==> src/rtl/nn_layer_sequencer_if.sv <==
// nn_layer_sequencer_if: byte-wide activation, weight and result handshakes of the layer sequencer
interface nn_layer_sequencer_if;
  logic       start;
  logic [7:0] din;
  logic       din_valid;
  logic       din_ready;
  logic [7:0] w;
  logic       w_valid;
  logic       w_ready;
  logic [7:0] out;
  logic [3:0] out_idx;
  logic       out_valid;
  logic       out_ready;
  logic       busy;
  logic       done;
  modport master (
    output start, din, din_valid, w, w_valid, out_ready,
    input  din_ready, w_ready, out, out_idx, out_valid, busy, done
  );
  modport slave (
    input  start, din, din_valid, w, w_valid, out_ready,
    output din_ready, w_ready, out, out_idx, out_valid, busy, done
  );
endinterface

==> src/rtl/nn_layer_sequencer.sv <==
// nn_layer_sequencer: one FC layer on a shared 8x8 MAC with ReLU/saturation; define NN_BIAS_EN for a leading bias beat per neuron
module nn_layer_sequencer #(
  parameter int N_IN  = 4,
  parameter int N_OUT = 2,
  parameter int ACC_W = 20,
  parameter int SHIFT = 0
) (
  input logic clk,
  input logic rst,
  nn_layer_sequencer_if.slave bus
);
  localparam int IW = $clog2(N_IN);
  typedef enum logic [2:0] {IDLE, LOAD_X, MAC, EMIT, DONE} state_t;
  state_t state_q, state_d;
  logic [IW-1:0] i_q, i_d, k_q, k_d;
  logic [3:0] j_q, j_d;
  logic signed [ACC_W-1:0] acc_q, acc_d, acc_sum, acc_sh;
  logic signed [7:0] x_q [N_IN];
  logic signed [7:0] x_d [N_IN];
  logic [7:0] out_q, out_d, act;
  logic signed [15:0] prod;
`ifdef NN_BIAS_EN
  logic bias_q, bias_d;
`endif
  assign prod    = x_q[k_q] * $signed(bus.w);
  assign acc_sum = acc_q + {{(ACC_W-16){prod[15]}}, prod};
  assign acc_sh  = acc_sum >>> SHIFT;
  assign act     = acc_sh[ACC_W-1] ? 8'd0 : (|acc_sh[ACC_W-2:7] ? 8'd127 : acc_sh[7:0]);
  assign bus.din_ready = state_q == LOAD_X;
  assign bus.w_ready   = state_q == MAC;
  assign bus.out_valid = state_q == EMIT;
  assign bus.busy      = state_q != IDLE;
  assign bus.done      = state_q == DONE;
  assign bus.out       = out_q;
  assign bus.out_idx   = j_q;
  always_comb begin
    state_d = state_q;
    i_d = i_q;
    k_d = k_q;
    j_d = j_q;
    acc_d = acc_q;
    out_d = out_q;
    x_d = x_q;
`ifdef NN_BIAS_EN
    bias_d = bias_q;
`endif
    unique case (state_q)
      IDLE: if (bus.start) begin
        state_d = LOAD_X;
        i_d = '0;
      end
      LOAD_X: if (bus.din_valid) begin
        x_d[i_q] = $signed(bus.din);
        i_d = i_q + 1'b1;
        if (i_q == IW'(N_IN-1)) begin
          state_d = MAC;
          j_d = '0;
          k_d = '0;
          acc_d = '0;
`ifdef NN_BIAS_EN
          bias_d = 1'b1;
`endif
        end
      end
      MAC: if (bus.w_valid) begin
`ifdef NN_BIAS_EN
        if (bias_q) begin
          acc_d = {{(ACC_W-8){bus.w[7]}}, bus.w} <<< SHIFT;
          bias_d = 1'b0;
        end else begin
`else
        begin
`endif
          acc_d = acc_sum;
          k_d = k_q + 1'b1;
          if (k_q == IW'(N_IN-1)) begin
            state_d = EMIT;
            out_d = act;
          end
        end
      end
      EMIT: if (bus.out_ready) begin
        if (j_q == 4'(N_OUT-1)) state_d = DONE;
        else begin
          state_d = MAC;
          j_d = j_q + 1'b1;
          k_d = '0;
          acc_d = '0;
`ifdef NN_BIAS_EN
          bias_d = 1'b1;
`endif
        end
      end
      default: state_d = IDLE;
    endcase
  end
  always_ff @(posedge clk)
    if (rst) begin
      state_q <= IDLE;
      i_q <= '0;
      k_q <= '0;
      j_q <= '0;
      acc_q <= '0;
      out_q <= '0;
      x_q <= '{default: '0};
`ifdef NN_BIAS_EN
      bias_q <= 1'b0;
`endif
    end else begin
      state_q <= state_d;
      i_q <= i_d;
      k_q <= k_d;
      j_q <= j_d;
      acc_q <= acc_d;
      out_q <= out_d;
      x_q <= x_d;
`ifdef NN_BIAS_EN
      bias_q <= bias_d;
`endif
    end
endmodule

==> src/flat_wrapper.sv <==
// flat-port wrapper written by rule: the top's interface ports become plain ports
module nn_layer_sequencer_flat 
#(
  parameter int N_IN  = 4,
  parameter int N_OUT = 2,
  parameter int ACC_W = 20,
  parameter int SHIFT = 0
)
  (clk, rst, bus_start, bus_din, bus_din_valid, bus_w, bus_w_valid, bus_out_ready, bus_din_ready, bus_w_ready, bus_out, bus_out_idx, bus_out_valid, bus_busy, bus_done);
  nn_layer_sequencer_if bus_i ();
  input logic clk;
  input logic rst;
  input wire logic [$bits(bus_i.start)-1:0] bus_start;
  input wire logic [$bits(bus_i.din)-1:0] bus_din;
  input wire logic [$bits(bus_i.din_valid)-1:0] bus_din_valid;
  input wire logic [$bits(bus_i.w)-1:0] bus_w;
  input wire logic [$bits(bus_i.w_valid)-1:0] bus_w_valid;
  input wire logic [$bits(bus_i.out_ready)-1:0] bus_out_ready;
  output wire logic [$bits(bus_i.din_ready)-1:0] bus_din_ready;
  output wire logic [$bits(bus_i.w_ready)-1:0] bus_w_ready;
  output wire logic [$bits(bus_i.out)-1:0] bus_out;
  output wire logic [$bits(bus_i.out_idx)-1:0] bus_out_idx;
  output wire logic [$bits(bus_i.out_valid)-1:0] bus_out_valid;
  output wire logic [$bits(bus_i.busy)-1:0] bus_busy;
  output wire logic [$bits(bus_i.done)-1:0] bus_done;
  assign bus_i.start = bus_start;
  assign bus_i.din = bus_din;
  assign bus_i.din_valid = bus_din_valid;
  assign bus_i.w = bus_w;
  assign bus_i.w_valid = bus_w_valid;
  assign bus_i.out_ready = bus_out_ready;
  assign bus_din_ready = bus_i.din_ready;
  assign bus_w_ready = bus_i.w_ready;
  assign bus_out = bus_i.out;
  assign bus_out_idx = bus_i.out_idx;
  assign bus_out_valid = bus_i.out_valid;
  assign bus_busy = bus_i.busy;
  assign bus_done = bus_i.done;
  nn_layer_sequencer #(.N_IN(N_IN), .N_OUT(N_OUT), .ACC_W(ACC_W), .SHIFT(SHIFT)) u_core (.clk(clk), .rst(rst), .bus(bus_i));
endmodule
==> config.mk <==
export PLATFORM = sky130hd
export DESIGN_NAME = nn_layer_sequencer_flat
export DESIGN_NICKNAME = d
export VERILOG_FILES = /design/src/rtl/nn_layer_sequencer_if.sv /design/src/rtl/nn_layer_sequencer.sv /design/src/flat_wrapper.sv
export SDC_FILE = /design/constraint.sdc
export NUM_CORES = 1
export LEC_CHECK = 0
export BUFFER_PORTS_ARGS = -buffer_cell sky130_fd_sc_hd__buf_2
export CELL_PAD_IN_SITES_DETAIL_PLACEMENT = 1
export CELL_PAD_IN_SITES_GLOBAL_PLACEMENT = 1
export CORE_AREA = 3 3 115 117
export CTS_BUF_LIST = sky130_fd_sc_hd__clkbuf_4
export DETAILED_ROUTE_END_ITERATION = 12
export DIE_AREA = 0 0 118 120
export PLACE_DENSITY_LB_ADDON = 0.1
export SYNTH_ARGS = -nofsm -noshare
export SYNTH_HDL_FRONTEND = slang
export SYNTH_SLANG_ARGS = --single-unit
export TNS_END_PERCENT = 100
==> constraint.sdc <==
create_clock -name clk -period 20.6 [get_ports clk]
set_input_delay 3.09 -clock clk [delete_from_list [all_inputs] [get_ports clk]]
set_output_delay 3.09 -clock clk [all_outputs]
set_load 0.1 [all_outputs]
Word-level counts from Yosys, hierarchy flattened --
Cells that the tools add are included.
Operators by class: shift operators 0, $add $sub $neg 4, equal/unequal tests 14, muxes and demuxes 36, bitwise operators 2, multipliers 1, $lt $le $gt $ge 3, div/mod/pow operators 0, reductions and logical operators 13
Operators with widths (number):
- $mux 20 | 5
- $pmux 20 s3 | 1
- $mux 8 | 5
- $bwmux 32 | 1
- $mux 3 | 7
- $add 20x20->20 | 1
- $bmux 8 s2 | 1
- $demux 8 s2 | 1
- $mul 8x8->16 | 1
- $mux 4 | 4
- $mux 2 | 7
- $pmux 3 s4 | 1
- $reduce_and 6->1 | 2
- $reduce_or 12->1 | 1
- $ne 2x2->1 const B | 5
- $pmux 4 s2 | 1
- $eq 3x2->1 const B | 2
- $ge 3x3->1 const B | 2
- $not 2->3 | 2
- $pmux 2 s3 | 1
- $reduce_and 3->1 | 2
- $reduce_bool 3->1 | 2
- $reduce_and 5->1 | 1
- $add 2x1->2 const B | 2
- other kinds (12) | 15
Storage, ports and cells: memories 0, latch bits 0, register bits after elaboration 71, bits of input ports 22, output and inout bits 17, memory bits (writable) 0, bits in read-only memories 0

Longest topological paths before layout --
depth after elaboration 9, gate-level depth with buffers 30

Worst setup path before layout --
No wires, ideal clock.
path type input port to flip-flop, start input port bus_w[2], end register u_core.out_q[0], in the netlist u_core.bus.out[0], required time 20522 ps, slack 11619 ps, arrival time 8903 ps, cell stages on the path 24, library setup time 78 ps, cell sequence and2_1 -> fa_1 -> inv_1 -> fa_1 -> fa_1 -> fa_1 -> inv_1 -> ha_1 -> a21oi_1 -> nor2b_1 -> a41o_1 -> o22ai_2 -> xnor2_1 -> ha_1 -> clkbuf_1 -> a21o_1 -> a21oi_1 -> o21ba_2 -> o221ai_1 -> o21bai_1 -> xor3_1 -> or4_1 -> buf_2 -> a32oi_1
Between the ends: cells in the longest elaborated chain, start to end 5
Ends and longest elaborated chain:
- start: declaration | RTL line flat_wrapper.sv:16 | input wire logic [$bits(bus_i.w)-1:0] bus_w;
- $mul 8x8->16 * | RTL line nn_layer_sequencer.sv:25 | assign prod = x_q[k_q] * $signed(bus.w);
- $add 20x20->20 * | RTL line nn_layer_sequencer.sv:26 | assign acc_sum = acc_q + {{(ACC_W-16){prod[15]}}, prod};
- $reduce_or 12->1 | RTL line nn_layer_sequencer.sv:28 | assign act = acc_sh[ACC_W-1] ? 8'd0 : (|acc_sh[ACC_W-2:7] ? 8'd127 : acc_sh[7:0]);
- $mux 8 | RTL line nn_layer_sequencer.sv:28
- $mux 8 * | RTL line nn_layer_sequencer.sv:28
- end signal: assignment | RTL line nn_layer_sequencer.sv:115 | out_q <= out_d;
- end: declaration | RTL line nn_layer_sequencer.sv:20 | logic [7:0] out_q, out_d, act;
Every way passes the cells marked *; elsewhere a longest branch is shown, timed or not. A chain may end at the register's enable or synchronous reset.

Final worst setup path --
Same ends and word-level chain as after synthesis.

==> impl.org <==
** Placement
- Detailed placement finished with a half-perimeter wire length of ~13,000 microns.
- Placed Instance Area :: slightly below 0.007 sq mm
- Global placement routability congestion :: 0.8571
- Input and output buffers added on the ports amount to 38.
- Cell count after placement :: roughly 950

** Cells and area
- In the final layout, the share of cells above drive strength 1 is 0.09273.
- The layout has ~1,600 filler cells.
- Relative to the synthesized area, the layout overhead comes to 6.564%.
- Antenna diode count :: 0
- In the final design database the tool counted ~930 nets.
- Post-route cell area :: a little under 0.007 sq mm
- Post-Layout Cell Count :: between 900 and 1,000

** Synth
- Post-synth EDFFs :: 0
- By area the synthesized netlist is led by dfxtp_1 22%, fa_1 17%, ha_1 11%.
- Area fraction of the dominant cell type after synthesis :: 0.2193
- Post-synth ARST share :: 0
- Counting flops and latches in the post-synthesis netlist gives 71.
- Number of instances in the synthesized netlist :: 770
- Post-synth top flop :: dfxtp_1
- Netlist area before placement :: 0.006481 sq mm
- Synthesis produced a netlist with a net count of 903.
- Synthesis warning total :: 0
- Cell type contributing the most total cell area after synthesis :: dfxtp_1
- The synthesized netlist contains 65 unique library cells.
- Of the synthesized area, sequential elements account for 0.2193.
- Top-count cell post-synth :: nand2_1
- Averaged over all synthesized cells, the footprint is ~8.4 sq um.
- After synthesis, the most frequently instantiated cells are 107 x nand2_1, 81 x inv_1, 75 x a21oi_1.

** GRT
- Pin count of the biggest net entering global routing :: 66
- Vias in the first global route :: approximately 5,900
- Initial antenna violation count :: 0
- Wire length of the first global-routing pass :: 27,770 microns
- For this run, the total global-route usage over all layers was measured as 0.2427.
- Total overflow reported by the global router :: 0

** CTS
- Clock Sinks :: 71
- Number of resized instances in the post-cts repair step :: 0
- Htree depth :: 3
- Counting the buffers created by CTS gives 9.
- Root cell of the clock tree :: clkbuf_4
- At the later pin of the worst-skew pair, clock insertion delay measures 470 ps.
- In this run the deepest clock path goes through 2 buffers.
- Clock tree from TritonCTS :: done
- The number of setup buffers added after CTS is 0.
- Clock transition at the register clock pins on the worst setup and hold paths after CTS :: between 100 and 150 ps
- Hold repair after CTS inserted 0 buffers.

** Power and ir drop
- Of the total power, the share spent switching nets is 0.4148.
- Part of the power in combinational logic :: 0.456
- IR analysis of the VDD net gives a maximum drop of between 30 and 40 uV.
- Sw Pwr :: about 0.00017 W
- The share of total power dissipated in sequential elements is 0.347.
- Leakage power :: between 2 and 3 nW
- Dividing total power by cell area gives a power density of a little under 60 mW/mm^2.
- Relative contribution of the clock network to total power :: 0.196
- The internal portion of the total power is ~0.00023 W.

** Setup path
- STA puts the critical path data required time at around 21,000 ps.
- Type of element launching the critical path :: input port
- Largest incremental delay on the critical path :: between 700 and 800 ps
- Cell with the largest stage delay on the worst path :: fa_1
- The critical path is of the input port to register type.
- Walking the worst path, the cells encountered are buf_2 -> and2_1 -> fa_1 -> inv_1 -> fa_1 -> inv_1 -> fa_1 -> inv_1 -> fa_1 -> inv_1 -> ha_1 -> nor2_1 -> nor2b_1 -> o22ai_2 -> xnor2_1 -> ha_1 -> a21o_1 -> a21oi_1 -> o21ba_2 -> o221ai_1 -> o21bai_1 -> xor3_1 -> or4_1 -> a32oi_1.
- Data arrival time of the worst path :: 9790 ps
- Buffering stage count on the worst path with inverters included :: 5
- Cell family contributing the most delay on the critical path :: adder cells
- The worst setup path is captured at a register.
- Along the worst path, the maximum fanout reaches 10.

** Die
- Die extent in x :: between 100 and 150 microns
- 39 I/O pins were placed.
- Measured along the y axis, the die boundary spans 120 microns.
- Starting density of the core :: 0.5199
- The floorplan step defined a core boundary enclosing ~0.012 sq mm.
- Total die area :: 0.01416 sq mm
- The floorplan has 41 rows.

** STA
- Hold slack :: 462.9 ps
- Sum Neg Setup Slack :: 0 ps
- Slew Viols, Final :: 0
- Setup repair after global routing missed its margin :: no
- Final hold vios :: 0
- Achievable frequency :: ~0.11 GHz
- The smallest clock period supported by the final layout is computed as 9406 ps.
- In this run the tightest slew margin relative to its limit is 0.2783.
- Count of endpoints failing setup in the final report :: 0
- At the pin with the least slew margin, the transition time is 1078 ps.
- Dividing the final minimum period by the clock period gives 0.4566.
- Worst clock skew :: 20.66 ps

** Route
- After the first detailed-routing iteration, the DRC count stood at 180.
- In this run the remaining antenna-violating nets after routing total 0.
- Total wire length after detailed routing :: between 15,000 and 20,000 microns
- DRC violation count after routing :: 0
- For this run, the detailed router's first-pass iteration total came to 4.
- Per-cell routed wire length :: 17.25 microns
- Total via count after detailed routing :: approximately 5,500
- Via-per-instance ratio :: 5.681

** Status
- The run finished with clean final reports.

** Job
- MaxCap Viol Count :: 0

** Hold path
- Worst min path class :: register to register
[layout by cell type (no fill, tap or decap), drive strengths merged, types with 4 or more instances in the layout]
cell	count
nand3	33
ha	55
o21bai	5
and2	35
dfxtp	71
a22oi	6
xor2	8
nor2b	4
xnor2	20
buf	41
clkinv	6
o21ai	15
mux2i	4
inv	82
o211ai	7
nor3	12
a21oi	76
nand2b	8
a21o	4
o21a	5
a31oi	5
fa	56
clkbuf	9
nand2	107
a32oi	8
nor2	55
mux4	8
[tightest hold or removal path: stages, from the launching register on]
cell and delay (ps):
dfxtp_1 330, nand2_1 50, a21oi_1 50
[flip-flops by register name (all words and copies together) (netlist names)]
name                count
u_core.i_q              2
u_core.x_q             32
u_core.bus.out_idx      4
u_core.bus.out          8
u_core.acc_q           20
u_core.state_q          3
u_core.k_q              2
[final cells by class]
type / count / area (sq um) / share of cell area
Clock buffer: 9 / 67.56 / 0.009783
Multi-Input combinational cell: 588 / 4642 / 0.6721
Timing Repair Buffer: 41 / 212.7 / 0.03080
Sequential cell: 71 / 1421 / 0.2058
Inverter: 82 / 307.8 / 0.04457
Clock inverter: 7 / 40.04 / 0.005797
Tap cell: 172 / 215.2 / 0.03116
[metal layers]
layer | GRT usage | share of wire | up-vias
met2 | 0.4535 | 0.52 | 81
met4 | 0.07985 | 0.019 | 0
met3 | 0.03487 | 0.028 | 31
met5 | 0 | 0 | -
met1 | 0.2857 | 0.43 | 2737
li1 | - | - | 2662
[through the flow]
stage               worst slack, ps  utilization  total power (W)
floorplan                     11620            -        0.0002817
global placement              11060       0.5454        0.0003156
detailed placement            10720       0.5454        0.0003242
CTS                           11240       0.5541        0.0004045
global route                  10860       0.5541        0.0004313
finish                        11190       0.5541        0.0004006
[worst paths after layout]
check / end / depth (start not counted) / from / slack (ps)
setup / recovery: u_core.bus.out[0]$_SDFFE_PP0P_ / 24 / bus_w[2] / 11190
hold / removal: u_core.x_q[31]$_SDFFE_PP0P_ / 2 / u_core.x_q[31]$_SDFFE_PP0P_ / 460
setup reg to reg: u_core.bus.out[0]$_SDFFE_PP0P_ / 24 / u_core.k_q[0]$_SDFFE_PP0P_ / 12450
hold reg to reg: u_core.x_q[31]$_SDFFE_PP0P_ / 2 / u_core.x_q[31]$_SDFFE_PP0P_ / 460
[power by group through the flow]
| stage | Clock, W | Combinational [W] | Sequential, W |
|---|---|---|---|
| 2_1_floorplan | 0 | 0.000140 | 0.000142 |
| 3_3_place_gp | 0 | 0.000173 | 0.000142 |
| 3_5_place_dp | 0 | 0.000182 | 0.000142 |
| 4_1_cts | 0.0000816 | 0.000184 | 0.000139 |
| 5_1_grt | 0.0000871 | 0.000205 | 0.000139 |
| 6_report | 0.0000787 | 0.000183 | 0.000139 |
[cell families after synthesis]
family	count (synthesis)	synth area share
simple gates	276	0.2014
xor+xnor	29	0.04151
mux	12	0.03398
buf+inv	111	0.06448
compound gates	160	0.1602
flops	71	0.2193
fa+ha+maj	111	0.2792
(Power assumes the default switching activity.)
